## src/rtl/psram_bus_bridge.sv

```systemverilog
// Bridges the CPU data-bus command/response port onto the 32-bit PSRAM word interface,
// turning byte-masked stores into full-word writes (read-modify-write when partially masked).
module psram_bus_bridge #(
    parameter int unsigned ACK_TIMEOUT = 15
) (
    input  logic        clk,
    input  logic        reset_n,
    input  logic        bus_cmd_valid,
    output logic        bus_cmd_ready,
    input  logic        bus_cmd_wr,
    input  logic [23:0] bus_cmd_addr,
    input  logic [31:0] bus_cmd_data,
    input  logic [3:0]  bus_cmd_mask,
    output logic        bus_rsp_valid,
    output logic [31:0] bus_rsp_data,
    output logic        err,
    output logic        word_rd,
    output logic        word_wr,
    output logic [21:0] word_addr,
    output logic [31:0] word_data,
    input  logic [31:0] word_q,
    input  logic        word_busy
);

    localparam int unsigned AW    = 24;
    localparam int unsigned DW    = 32;
    localparam int unsigned MW    = 4;
    localparam int unsigned CNT_W = $clog2(ACK_TIMEOUT + 1);

    typedef enum logic [3:0] {
        IDLE, RD_ISSUE, RD_ACK, RD_WAIT, MERGE, WR_ISSUE, WR_ACK, WR_WAIT, RESP
    } state_t;

    typedef struct packed {
        logic          wr;
        logic [DW-1:0] data;
        logic [MW-1:0] mask;
    } cmd_t;

    state_t           state;
    cmd_t             cmd;
    logic [DW-1:0]    rdata;
    logic [DW-1:0]    merged;
    logic [CNT_W-1:0] cnt;
    logic             timeout;
    logic             unused_addr_lsbs;

    assign unused_addr_lsbs = ^bus_cmd_addr[1:0];
    assign timeout          = (cnt == CNT_W'(ACK_TIMEOUT - 1));

    // Byte-lane merge of store data over the word read back from PSRAM
    always_comb begin
        merged = rdata;
        for (int n = 0; n < int'(MW); n++) begin
            if (cmd.mask[n]) begin
                merged[8*n +: 8] = cmd.data[8*n +: 8];
            end
        end
    end

    // Request pulses are only raised while the controller is idle; ISSUE states hold until then
    always_ff @(posedge clk or negedge reset_n) begin
        if (!reset_n) begin
            state         <= IDLE;
            cmd           <= '0;
            rdata         <= '0;
            cnt           <= '0;
            bus_cmd_ready <= 1'b0;
            bus_rsp_valid <= 1'b0;
            bus_rsp_data  <= '0;
            err           <= 1'b0;
            word_rd       <= 1'b0;
            word_wr       <= 1'b0;
            word_addr     <= '0;
            word_data     <= '0;
        end else begin
            word_rd       <= 1'b0;
            word_wr       <= 1'b0;
            bus_rsp_valid <= 1'b0;
            case (state)
                IDLE: begin
                    bus_cmd_ready <= !word_busy;
                    if (bus_cmd_valid && bus_cmd_ready) begin
                        cmd       <= '{wr: bus_cmd_wr, data: bus_cmd_data, mask: bus_cmd_mask};
                        word_addr <= bus_cmd_addr[AW-1:2];
                        if (!bus_cmd_wr || (bus_cmd_mask != '0 && bus_cmd_mask != '1)) begin
                            state         <= RD_ISSUE;
                            word_rd       <= !word_busy;
                            bus_cmd_ready <= 1'b0;
                        end else if (bus_cmd_mask == '1) begin
                            state         <= WR_ISSUE;
                            word_wr       <= !word_busy;
                            word_data     <= bus_cmd_data;
                            bus_cmd_ready <= 1'b0;
                        end
                    end
                end
                RD_ISSUE: begin
                    cnt <= '0;
                    if (word_rd) begin
                        state <= RD_ACK;
                    end else begin
                        word_rd <= !word_busy;
                    end
                end
                RD_ACK: begin
                    if (word_busy) begin
                        state <= RD_WAIT;
                    end else if (timeout) begin
                        // A load that never got acknowledged still answers, with zero data
                        err           <= 1'b1;
                        state         <= IDLE;
                        bus_cmd_ready <= 1'b1;
                        if (!cmd.wr) begin
                            bus_rsp_valid <= 1'b1;
                            bus_rsp_data  <= '0;
                        end
                    end else begin
                        cnt <= cnt + CNT_W'(1);
                    end
                end
                RD_WAIT: begin
                    if (!word_busy) begin
                        rdata <= word_q;
                        if (cmd.wr) begin
                            state <= MERGE;
                        end else begin
                            state         <= RESP;
                            bus_rsp_valid <= 1'b1;
                            bus_rsp_data  <= word_q;
                        end
                    end
                end
                MERGE: begin
                    word_data <= merged;
                    word_wr   <= !word_busy;
                    state     <= WR_ISSUE;
                end
                WR_ISSUE: begin
                    cnt <= '0;
                    if (word_wr) begin
                        state <= WR_ACK;
                    end else begin
                        word_wr <= !word_busy;
                    end
                end
                WR_ACK: begin
                    if (word_busy) begin
                        state <= WR_WAIT;
                    end else if (timeout) begin
                        err           <= 1'b1;
                        state         <= IDLE;
                        bus_cmd_ready <= 1'b1;
                    end else begin
                        cnt <= cnt + CNT_W'(1);
                    end
                end
                WR_WAIT: begin
                    if (!word_busy) begin
                        state         <= IDLE;
                        bus_cmd_ready <= 1'b1;
                    end
                end
                RESP: begin
                    state         <= IDLE;
                    bus_cmd_ready <= !word_busy;
                end
                default: begin
                    state <= IDLE;
                end
            endcase
        end
    end

endmodule
```

## config.mk

```make
export PLATFORM = sky130hd
export DESIGN_NAME = psram_bus_bridge
export DESIGN_NICKNAME = d
export VERILOG_FILES = /design/src/rtl/psram_bus_bridge.sv
export SDC_FILE = /design/constraint.sdc
export NUM_CORES = 1
export LEC_CHECK = 0
export BUFFER_PORTS_ARGS = -buffer_cell sky130_fd_sc_hd__buf_2
export CAP_MARGIN = 0
export CORE_AREA = 2 2 123 125
export DETAILED_ROUTE_END_ITERATION = 16
export DIE_AREA = 0 0 125 127
export HOLD_SLACK_MARGIN = 0.15
export PLACE_DENSITY_LB_ADDON = 0.15
export SYNTH_ARGS = -nofsm -noshare
export SYNTH_HDL_FRONTEND = slang
export SYNTH_SLANG_ARGS = --single-unit
```

## constraint.sdc

```tcl
create_clock -name clk -period 2.69 [get_ports clk]
set_input_delay 0.269 -clock clk [delete_from_list [all_inputs] [get_ports clk]]
set_output_delay 0.269 -clock clk [all_outputs]
set_load 0.05 [all_outputs]
```

==> metrics.md, run 1 <==
| Metric | Value |
|---|---|
| Status | `complete, no violations` |
| Total wire length | `18.6 mm` |
| Crit Path Max Fanout | `14` |
| Post-route setup TNS | `0 ns` |
| IO Pins | `188` |
| Clock-pin slew on the worst setup and hold paths | `0.06 ns` |
| H-tree levels | `4` |
| Max-slew headroom | `64.3%` |
| Post-layout min period | `2.37 ns` |
| Clock buffers created by TritonCTS | `17` |
| First DRT Iteration DRCs | `291` |
| PD cells | `1280 mW/mm2` |
| DP HPWL | `12.0 mm` |
| Wire length of the first global-routing pass | `30.8 mm` |
| Top cell type by total area after synthesis | `dfrtp_1` |
| Startpoint Class | `flop` |
| Post-synth EDFFs | `0` |
| Skew-Pair Late Insertion Delay | `0.43 ns` |
| Final non-filler cell total | `1,039` |
| Crit-path max cell delay | `0.52 ns` |
| Initial antenna violation count | `0` |
| Synth top cells by count | `168 x dfrtp_1, 158 x mux2_2, 38 x inv_1` |
| HP Class | `in2reg` |
| Max-slew violation count | `0` |
| FF+latch count, synth | `168` |
| RSZ-0062 raised after global routing | `no` |
| Share of post-route cells with drive strength above 1 | `50.2%` |
| RD Place Congestion | `0.830` |
| Syn Area/Cell | `13.4 um2` |
| Antenna cells | `0` |
| Area share of the largest cell type after synthesis | `55.4%` |
| Synth Net Count | `665` |
| Multi-input gate area | `0.00307 mm2` |
| Max Freq | `0.421 GHz` |
| Critical Path Sink Type | `flop` |
| Total grt overflow | `0` |
| CTS sink count | `168` |
| Vias in the first global route | `6,040` |
| Top-count cell post-synth | `dfrtp_1` |
| Top area cells in the synthesized netlist | `dfrtp_1 55%, mux2_2 23%, mux2_4 5.9%, o21ai_0 2.4%, nand3_1 2.4%` |
| GRT Total Usage | `24.5%` |
| Fin. Hold Viols | `0` |
| Final Skew | `0.0129 ns` |
| Seq/Total Area, Yosys | `55.4%` |
| DRC | `0` |
| Register area | `0.00420 mm2` |
| Async SR Flop Fraction | `100%` |
| Design area | `0.0102 mm2` |
| Worst EP arrival | `2.68 ns` |
| Final Cycle Share | `88.2%` |
| Area of the die | `0.0159 mm2` |
| IR drop worst, VDD | `0.729 mV` |
| Avg WL per Cell | `17.9 um` |
| Filler Cell Count | `1,001` |
| CP Cell Sequence | `nand2b_1, nor3_4, buf_4, mux2_2, mux2_4` |
| Core Region | `0.0144 mm2` |
| Hold_ws | `0.180 ns` |
| Max-Cap Viols | `0` |
| Setup Buffers After CTS | `0` |
| Cells after DPL | `917` |
| Yosys warns | `0` |
| Post-layout net count | `941` |
| Drt pass-1 iters | `5` |
| Antenna Nets Post-Route | `0` |
| Synthesis-to-finish area growth | `34.6%` |
| Ys flop type | `dfrtp_1` |
| Largest net degree at the start of global routing | `62` |
| FP Rows | `44` |
| Initial Util | `52.6%` |
| Vias per inst | `5.34` |
| Die width | `125 um` |
| Clock buffer depth | `2` |
| Vias | `5,544` |
| Cells after Synth | `566` |
| Worst-margin pin slew | `0.534 ns` |
| IO buf count | `185` |
| Setup violators final | `0` |
| Total power | `13.1 mW` |
| WS Path Type | `reg2reg` |
| Post-Syn Area | `0.00759 mm2` |
| WP data required | `3.00 ns` |
| CTS root buffer | `clkbuf_16` |
| Die Ht | `127 um` |
| Worst path slowest cell | `dfrtp_1` |
| Post-synthesis cell type count | `46` |
| Leakage | `4.82 nW` |
| TritonCTS clock tree | `built` |
| Area post-placement | `0.00875 mm2` |
stage by stage:
stage / setup slack (ns) / utilization [%]
2_1_floorplan: 0.675 / -
3_3_place_gp: 0.318 / 60.7
3_5_place_dp: 0.331 / 60.7
4_1_cts: 0.290 / 70.8
5_1_grt: 0.192 / 70.8
6_report: 0.317 / 70.8
layout by cell type, fill, tap and decap left out, types with 15 or more instances in the layout:
cell / n
clkbuf_16: 17
dlygate4sd3_1: 90
buf_2: 184
o21ai_0: 37
nand3_1: 36
dfrtp_1: 168
buf_4: 15
inv_1: 38
mux2_2: 158
mux2_4: 30
worst max-delay path: cells and delay by family (launching register included):
kind,cells,cell delay (ns)
buffers and inverters,1,0.36
flip-flops,1,0.52
multiplexers,2,0.63
AND/OR/NAND/NOR,2,0.74
sequential cells by signal, indices dropped and copies added, names as in the netlist:
signal         flops
word_addr         22
word_rd            1
cnt                4
bus_rsp_valid      1
word_data         32
word_wr            1
err                1
rdata             32
bus_rsp_data      32
state              4
cmd               37
bus_cmd_ready      1
cell type report:
type | instances | area share (%)
Clock buffer | 19 | 4.24
Sequential cell | 168 | 41.2
Tap cell | 184 | 2.25
Clock inverter | 13 | 1.29
Inverter | 38 | 1.40
Timing Repair Buffer | 293 | 19.6
Multi-Input combinational cell | 324 | 30.0
report_power, final:
group / internal, mW / switching, mW / total, mW
combinational: 2.36 / 3.85 / 6.20
clock: 1.36 / 0.982 / 2.34
sequential: 3.74 / 0.782 / 4.52
logic make-up after synthesis:
family,share of synthesized area [%]
DFF,55.4
buffers and inverters,4.50
and+or+nand+nor,5.16
AOI/OAI and AO/OA,4.85
muxes,29.8
adders and majority gates,0.330
layer usage:
metal  share of wire (%)  GRT usage (%)  up-vias
li1                    -              -     2541
met1                  44           30.6     2794
met2                  50           43.1      191
met3                 5.1           5.65       18
met4                 1.1           7.19        0
met5                   0              0        -
what timing repair did:
item | 4_1_cts | 5_1_grt
endpoints found under the hold margin | 170 | 0
gates resized for setup | 0 | 0
hold buffers | 90 | 0
worst paths after layout:
path / from / end / slack [ns] / cells after the start
setup / recovery: state[3]$_DFFE_PN0P_ / word_data[5]$_DFFE_PN0P_ / 0.32 / 5
hold / removal: bus_cmd_mask[3] / cmd[3]$_DFFE_PN0P_ / 0.18 / 2
setup reg to reg: state[3]$_DFFE_PN0P_ / word_data[5]$_DFFE_PN0P_ / 0.32 / 5
hold reg to reg: word_addr[20]$_DFFE_PN0P_ / word_addr[20]$_DFFE_PN0P_ / 0.50 / 1
max in group asynchronous: reset_n / bus_rsp_data[6]$_DFFE_PN0P_ / 1.53 / 3
min in group asynchronous: reset_n / word_addr[8]$_DFFE_PN0P_ / 0.34 / 2
Note: power is estimated with default switching activity, not from simulation.
==> inputs of run 2 (changes only) <==
--- a/config.mk
+++ b/config.mk
@@ -7,9 +7,9 @@
 export LEC_CHECK = 0
 export BUFFER_PORTS_ARGS = -buffer_cell sky130_fd_sc_hd__buf_2
 export CAP_MARGIN = 0
-export CORE_AREA = 2 2 123 125
+export CORE_AREA = 2 2 163 165
 export DETAILED_ROUTE_END_ITERATION = 16
-export DIE_AREA = 0 0 125 127
+export DIE_AREA = 0 0 165 167
 export HOLD_SLACK_MARGIN = 0.15
 export PLACE_DENSITY_LB_ADDON = 0.15
 export SYNTH_ARGS = -nofsm -noshare
==> run 2 against run 1 <==
Effect of this change: sequential cell count is the same; global-route usage shrank 9.8 points; critical path depth grew 1; combinational power is essentially flat; die area grew 74%; count of clock-buffer cells in the layout is the same; final cell count grew 15%; worst setup slack gained 0.16 ns; sequential share of layout area shrank 0.97 points; routed wire length grew 5.8%; register-to-register slack gained 0.16 ns; critical path type unchanged; critical endpoint is now cnt[3]$_DFFE_PN0P_; largest power group unchanged; highest routed layer unchanged.
==> metrics.md, run 2 (synthesis results as in run 1) <==
| Metric | Value |
|---|---|
| RSZ-0062 raised after global routing | `no` |
| Commonest non-fill, non-tap cell in the layout | `buf_2` |
| R2R depth | `6 (+1)` |
| Core Region | `0.0258 mm2 (+79%)` |
| Drt pass-1 iters | `4 (-1)` |
| Vias | `5,359 (-3.3%)` |
| Antenna cells | `0 (unchanged)` |
| Critical Path Sink Type | `flop` |
| Final core utilization | `40.6% (-30 points)` |
| Worst-margin pin slew | `0.673 ns (+0.139 ns)` |
| Largest net degree at the start of global routing | `66 (+6.5%)` |
| Max-slew violation count | `0 (unchanged)` |
| Skew-Pair Late Insertion Delay | `0.43 ns (about the same)` |
| IR drop worst, VDD | `0.614 mV (-16%)` |
| Initial Util | `29.5% (-23 points)` |
| Final Cycle Share | `82.1% (-6.1 points)` |
| Post-layout min period | `2.21 ns (-0.164 ns)` |
| Most flops, register | `cmd` |
| Largest register FFs | `37 (unchanged)` |
| Max-Cap Viols | `0 (unchanged)` |
| DRC | `0 (unchanged)` |
| Worst path slowest cell | `or4_1` |
| GRT Total Usage | `14.8% (-9.8 points)` |
| CP Cell Sequence | `inv_1, ha_1, a31oi_1, nand3b_1, or4_1, o311ai_0` |
| Setup Buffers After CTS | `0 (unchanged)` |
| WS Path Type | `reg2reg` |
| Startpoint Class | `flop` |
| Worst hold start | `word_busy` |
| Filler Cell Count | `2,431 (+140%)` |
| Most crowded layer after global routing | `met2` |
| CTS sink count | `168 (unchanged)` |
| Setup violators final | `0 (unchanged)` |
| Share of post-route cells with drive strength above 1 | `50.2% (about the same)` |
| Reg-to-Reg End | `cnt[3]$_DFFE_PN0P_` |
| Clock buffers created by TritonCTS | `17 (unchanged)` |
| Total wire length | `19.7 mm (+5.8%)` |
| TritonCTS clock tree | `built` |
| Clock buffer depth | `2 (unchanged)` |
| Area of the die | `0.0276 mm2 (+74%)` |
| First DRT Iteration DRCs | `208 (-29%)` |
| Global Route met3 Usage | `3.74% (-1.9 points)` |
| Clock-pin slew on the worst setup and hold paths | `0.07 ns (about the same)` |
| RD Place Congestion | `0.735 (-11%)` |
| Max-slew headroom | `55.1% (-9.1 points)` |
| Met2 layer usage reported by global route | `24.2% (-19 points)` |
| Die Ht | `167 um (+31%)` |
| FP Rows | `59 (+34%)` |
| Post-route setup TNS | `0 ns (unchanged)` |
| Max Freq | `0.453 GHz (+7.4%)` |
| H-tree levels | `4 (unchanged)` |
| IO buf count | `185 (unchanged)` |
| Synthesis-to-finish area growth | `37.8%` |
| HP Class | `in2reg` |
| Most frequent cells in the layout | `184 x buf_2, 168 x dfrtp_1, 158 x mux2_2` |
| Leakage | `4.84 nW (+0.48%)` |
| Setup slack, reg-to-reg | `0.48 ns (+0.16 ns)` |
| IO Pins | `188 (unchanged)` |
| Total grt overflow | `0 (unchanged)` |
| Hold depth | `2 (unchanged)` |
| PD cells | `1260 mW/mm2 (-1.4%)` |
| Vias per inst | `4.50 (-16%)` |
| Post-layout net count | `943 (+0.21%)` |
| Crit-path max cell delay | `0.52 ns (about the same)` |
| M1 GR Usage | `18.8% (-12 points)` |
| Vias in the first global route | `5,883 (-2.6%)` |
| WP data required | `2.99 ns (about the same)` |
| Antenna Nets Post-Route | `0 (unchanged)` |
| Crit Path Max Fanout | `5 (-9)` |
| Final Skew | `0.0189 ns (+0.00595 ns)` |
| CTS root buffer | `clkbuf_16` |
| Wire length of the first global-routing pass | `31.4 mm (+1.9%)` |
| Initial antenna violation count | `0 (unchanged)` |
| Crit path launch | `cnt[0]$_DFFE_PN0P_` |
| Die width | `165 um (+32%)` |
| Worst EP arrival | `2.50 ns (-0.18 ns)` |
| Fin. Hold Viols | `0 (unchanged)` |
| Status | `complete, no violations` |
| Endpoint, Worst Hold | `state[3]$_DFFE_PN0P_` |
| Total power | `13.2 mW (+0.97%)` |
| DP HPWL | `13.1 mm (+9.0%)` |
| Avg WL per Cell | `16.5 um (-7.8%)` |
| Reg-to-reg critical path startpoint | `cnt[0]$_DFFE_PN0P_` |
run 2: cell count changes in the layout (fill, tap and decap cells not counted), sizes merged:
cell,change
dlygate4sd3,+2
clkinv,-7
inv,+7
run 2: worst max path at each step:
stage / endpoint / slack, ns
global route: cnt[3]$_DFFE_PN0P_ / 0.31
global placement: cmd[29]$_DFFE_PN0P_ / 0.53
floorplan: word_data[10]$_DFFE_PN0P_ / 0.68
detailed placement: cmd[28]$_DFFE_PN0P_ / 0.50
CTS: cnt[3]$_DFFE_PN0P_ / 0.48
finish: cnt[3]$_DFFE_PN0P_ / 0.48
run 2: power breakdown:
| group | leakage, nW | internal (mW) | total, mW | switching [mW] |
|---|---|---|---|---|
| sequential | 2.08 | 3.74 | 4.46 | 0.726 |
| clock | 0.289 | 1.42 | 2.54 | 1.11 |
| combinational | 2.48 | 2.35 | 6.19 | 3.85 |
| total | 4.84 | 7.51 | 13.2 | 5.69 |
run 2: final cells by class:
class / count / area (um2) / share of cell area, %
tap: 335 / 419 / 4.01
multi-input combinational: 324 / 3070 / 29.3
clock buffer: 19 / 443 / 4.23
inverter: 38 / 143 / 1.36
timing repair buffer: 295 / 2030 / 19.4
clock inverter: 13 / 159 / 1.52
sequential: 168 / 4200 / 40.2
run 2: critical path, delay by kind of cell (launching register included):
| kind | cells | cell delay, ns |
|---|---|---|
| and+or+nand+nor | 2 | 0.82 |
| buffers and inverters | 1 | 0.08 |
| AOI/OAI and AO/OA | 2 | 0.54 |
| DFF | 1 | 0.42 |
| adders and majority gates | 1 | 0.21 |
run 2: per-layer routing:
layer | routed length, um | up-vias
met5 | 0 | -
met4 | 349 | 0
met3 | 1070 | 20
met2 | 9150 | 161
met1 | 9100 | 2628
li1 | - | 2550
run 2: repair_timing:
| action | CTS | global route |
|---|---|---|
| hold buffers | 92 | 0 |
| resized for setup | 0 | 0 |
| endpoints found under the hold margin | 184 | 0 |
| setup endpoints to repair | 0 | 0 |
run 2: through the flow:
stage               worst slack [ns]  cell area, um2  hold slack [ns]  cells
finish                         0.482           10500            0.189   1192
global route                   0.314           10500            0.187   1192
CTS                            0.482           10500            0.166   1192
detailed placement             0.503            8940            0.337   1068
global placement               0.533            8940            0.314   1068
floorplan                      0.675            7590          -0.0266    566
==> inputs of run 3 (changes only) <==
--- a/config.mk
+++ b/config.mk
@@ -5,11 +5,12 @@
 export SDC_FILE = /design/constraint.sdc
 export NUM_CORES = 1
 export LEC_CHECK = 0
+export ABC_AREA = 1
 export BUFFER_PORTS_ARGS = -buffer_cell sky130_fd_sc_hd__buf_2
 export CAP_MARGIN = 0
-export CORE_AREA = 2 2 163 165
+export CORE_AREA = 2 2 165 167
 export DETAILED_ROUTE_END_ITERATION = 16
-export DIE_AREA = 0 0 165 167
+export DIE_AREA = 0 0 167 169
 export HOLD_SLACK_MARGIN = 0.15
 export PLACE_DENSITY_LB_ADDON = 0.15
 export SYNTH_ARGS = -nofsm -noshare
==> constraint.sdc (replaced) <==
create_clock -name clk -period 2.1 [get_ports clk]
set_input_delay 0.21 -clock clk [delete_from_list [all_inputs] [get_ports clk]]
set_output_delay 0.21 -clock clk [all_outputs]
set_load 0.05 [all_outputs]
==> run 3 against run 2 <==
Effect of this change: maximum frequency is 18% higher; final area is 2.2% higher; non-clock buffer count rose by 6; worst setup slack got worse by 0.26 ns; clock skew down 0.0044 ns; count of clock-buffer cells in the layout stayed put; synthesized area increased by 3.7%; via count up 33%; core utilization shrank 0.27 points; critical path depth increased by 3; combinational power rose by 9.4%; sequential share of layout area down 0.86 points.
==> metrics.md, run 3 <==
| Metric | Value |
|---|---|
| Status | `complete, no violations` |
| Clock buffers created by TritonCTS | `17 (unchanged)` |
| Area of the die | `0.0282 mm2 (+2.4%)` |
| CTS sink count | `168 (unchanged)` |
| GRT Total Usage | `17.9% (+3.1 points)` |
| Reg-to-reg critical path startpoint | `state[2]$_DFFE_PN0P_` |
| Post-synth EDFFs | `0 (unchanged)` |
| IO buf count | `185 (unchanged)` |
| Yosys warns | `0 (unchanged)` |
| TritonCTS clock tree | `built` |
| Crit path launch | `state[2]$_DFFE_PN0P_` |
| Worst path slowest cell | `dfrtp_1` |
| Top-count cell post-synth | `nand2_1` |
| Clock-pin slew on the worst setup and hold paths | `0.07 ns (about the same)` |
| Async SR Flop Fraction | `100% (unchanged)` |
| RSZ-0062 raised after global routing | `no` |
| Skew-Pair Late Insertion Delay | `0.43 ns (about the same)` |
| Core Region | `0.0265 mm2 (+2.9%)` |
| Vias per inst | `4.54 (+1.1%)` |
| Synth top cells by count | `441 x nand2_1, 168 x dfrtp_1, 84 x nand3_1` |
| Initial antenna violation count | `1 (+1)` |
| Total wire length | `24.3 mm (+24%)` |
| Fin. Hold Viols | `0 (unchanged)` |
| Critical Path Sink Type | `flop` |
| Avg WL per Cell | `15.5 um (-5.9%)` |
| WS Path Type | `reg2reg` |
| Proportion of synthesized area in mux cells | `5.06% (-25 points)` |
| Post-synthesis cell type count | `29 (-37%)` |
| Initial Util | `29.7% (+0.23 points)` |
| CTS root buffer | `clkbuf_16` |
| Most frequent cells in the layout | `441 x nand2_1, 184 x buf_2, 168 x dfrtp_1` |
| PD cells | `1430 mW/mm2 (+13%)` |
| Synthesis-to-finish area growth | `35.9%` |
| Ys flop type | `dfrtp_1` |
| Max-slew headroom | `62.9% (+7.7 points)` |
| Reg-to-Reg End | `word_data[29]$_DFFE_PN0P_` |
| Simple-gate area share of the yosys netlist | `31.4% (+26 points)` |
| IO Pins | `188 (unchanged)` |
| Total grt overflow | `0 (unchanged)` |
| Area share of the largest cell type after synthesis | `53.4% (-2.0 points)` |
| Post-layout min period | `1.88 ns (-0.333 ns)` |
| Max-Cap Viols | `0 (unchanged)` |
| Top area cells in the synthesized netlist | `dfrtp_1 53%, nand2_1 21%, nand3_1 5.3%, mux2_1 2.9%, nand4_1 2.7%` |
| Clock buffer depth | `2 (unchanged)` |
| Most flops, register | `cmd` |
| RD Place Congestion | `0.812 (+10%)` |
| Synth Area in Compound Gates | `3.08% (-1.8 points)` |
| Worst-margin pin slew | `0.557 ns (-0.116 ns)` |
| FP Rows | `60 (+1.7%)` |
| Post-Synth Adder-Cell Area | `0.318% (-0.012 points)` |
| R2R depth | `9 (+3)` |
| Crit path capture | `word_data[29]$_DFFE_PN0P_` |
| Antenna Nets Post-Route | `0 (unchanged)` |
| Worst EP arrival | `2.24 ns (-0.26 ns)` |
| Filler Cell Count | `2,770 (+14%)` |
| Final Skew | `0.0145 ns (-0.00442 ns)` |
| Cells after Synth | `947 (+67%)` |
| Final Cycle Share | `89.3% (+7.2 points)` |
| Commonest non-fill, non-tap cell in the layout | `nand2_1` |
| Share of post-route cells with drive strength above 1 | `22.0% (-28 points)` |
| Top delay family on crit path | `simple AND/OR/NAND/NOR gates` |
| Setup violators final | `0 (unchanged)` |
| Largest register FFs | `37 (unchanged)` |
| Worst path depth | `9 (+3)` |
| Pre-CTS setup slack | `0.227 ns (-0.276 ns)` |
| IR drop worst, VDD | `0.734 mV (+19%)` |
| Leakage | `5.85 nW (+21%)` |
| DRC | `0 (unchanged)` |
| Drt pass-1 iters | `5 (+1)` |
| Multi-input gate area | `0.00316 mm2 (+2.9%)` |
| Crit Path Max Fanout | `19 (+14)` |
| Die Ht | `169 um (+1.2%)` |
| WP data required | `2.46 ns (-0.53 ns)` |
| Post-Synth XOR/XNOR Area | `0.223% (+0.22 points)` |
| Vias in the first global route | `7,265 (+23%)` |
| Min setup slack post-route | `0.224 ns (-0.257 ns)` |
| Register area | `0.00420 mm2 (unchanged)` |
| H-tree levels | `4 (unchanged)` |
| Synth Net Count | `1,046 (+57%)` |
| Post-layout net count | `1,311 (+39%)` |
| Wire length of the first global-routing pass | `40.0 mm (+27%)` |
| Main combinational cell family by area after synthesis | `simple AND/OR/NAND/NOR gates` |
| Seq/Total Area, Yosys | `53.4% (-2.0 points)` |
| DP HPWL | `16.3 mm (+25%)` |
| Syn Area/Cell | `8.31 um2 (-38%)` |
| CP Cell Sequence | `inv_1, nor2_2, nand2_4, inv_2, buf_4, nand2_1, nand2_1, nand4_1, nand2_1` |
| First DRT Iteration DRCs | `362 (+74%)` |
| Post-Syn Area | `0.00787 mm2 (+3.7%)` |
| Largest net degree at the start of global routing | `52 (-21%)` |
| Setup slack, reg-to-reg | `0.22 ns (-0.26 ns)` |
| Worst Path Buf+Inv | `3 (+2)` |
| Post-route setup TNS | `0 ns (unchanged)` |
| Startpoint Class | `flop` |
| Vias | `7,116 (+33%)` |
| Die width | `167 um (+1.2%)` |
| Max Freq | `0.533 GHz (+18%)` |
| FF+latch count, synth | `168 (unchanged)` |
| Most frequent CP cell | `nand2_1` |
| Resized Gates After CTS | `0 (unchanged)` |
| Top cell type by total area after synthesis | `dfrtp_1` |
| HP Class | `in2async` |
| Crit-path max cell delay | `0.45 ns (-0.07 ns)` |
| Max-slew violation count | `0 (unchanged)` |
-- run 3: cell count changes after synthesis, moves of 7 or more --
cell / change
mux2_4: -20
buf_4: -7
nand4_1: +34
clkbuf_1: +10
nand3_1: +48
nand2_1: +435
buf_2: +11
mux2_2: -156
inv_1: +17
mux2_1: +20
-- run 3: repair_timing --
item,CTS,global route
hold buffers,93,0
endpoints found under the hold margin,184,0
setup buffers,0,0
-- run 3: area by class of cell --
| class | instances | share of cell area (%) |
|---|---|---|
| multi-input cells | 666 | 29.5 |
| flip-flops and latches | 168 | 39.3 |
| clock buffers | 19 | 4.24 |
| inverters | 58 | 2.04 |
| repair buffers | 301 | 19.7 |
| diodes | 1 | 0.0234 |
| clock inverters | 12 | 1.11 |
| well taps | 341 | 3.99 |
-- run 3: report_power, final --
part | total (mW) | internal, mW | switching (mW)
combinational | 6.77 | 1.93 | 4.84
clock | 3.14 | 1.71 | 1.43
sequential | 5.39 | 4.53 | 0.852
-- run 3: worst min path at each step --
stage,from,end,cells past startpoint
floorplan,reset_n,bus_cmd_ready$_DFFE_PN0P_,0
detailed placement,reset_n,word_data[23]$_DFFE_PN0P_,1
finish,reset_n,word_data[23]$_DFFE_PN0P_,2
global placement,reset_n,word_data[23]$_DFFE_PN0P_,1
global route,reset_n,word_data[23]$_DFFE_PN0P_,2
CTS,reset_n,word_data[23]$_DFFE_PN0P_,2
-- run 3: kinds of logic after synthesis --
family | Yosys count
DFF | 168
AOI/OAI and AO/OA | 45
xor gates and xnor gates | 2
and+or+nand+nor | 585
adders and majority gates | 2
buffers and inverters | 113
muxes | 32
-- run 3: metal layers --
layer	global-route usage (%)	vias up	wire length (um)
li1	-	3540	-
met1	24.9	3376	12100
met2	28.8	186	11000
met3	3.86	14	1120
met4	3.45	0	172
met5	0	-	0
-- run 3: through the flow --
step / area [um2] / total power [mW] / util, % / instances / hold WS [ns]
finish: 10700 / 15.3 / 40.3 / 1566 / 0.308
global route: 10700 / 16.4 / 40.3 / 1566 / 0.340
CTS: 10700 / 15.5 / 40.3 / 1565 / 0.326
detailed placement: 9190 / 12.2 / 34.7 / 1441 / 0.209
global placement: 9190 / 12.1 / 34.7 / 1441 / 0.209
floorplan: 7870 / 10.3 / - / 947 / -0.0856
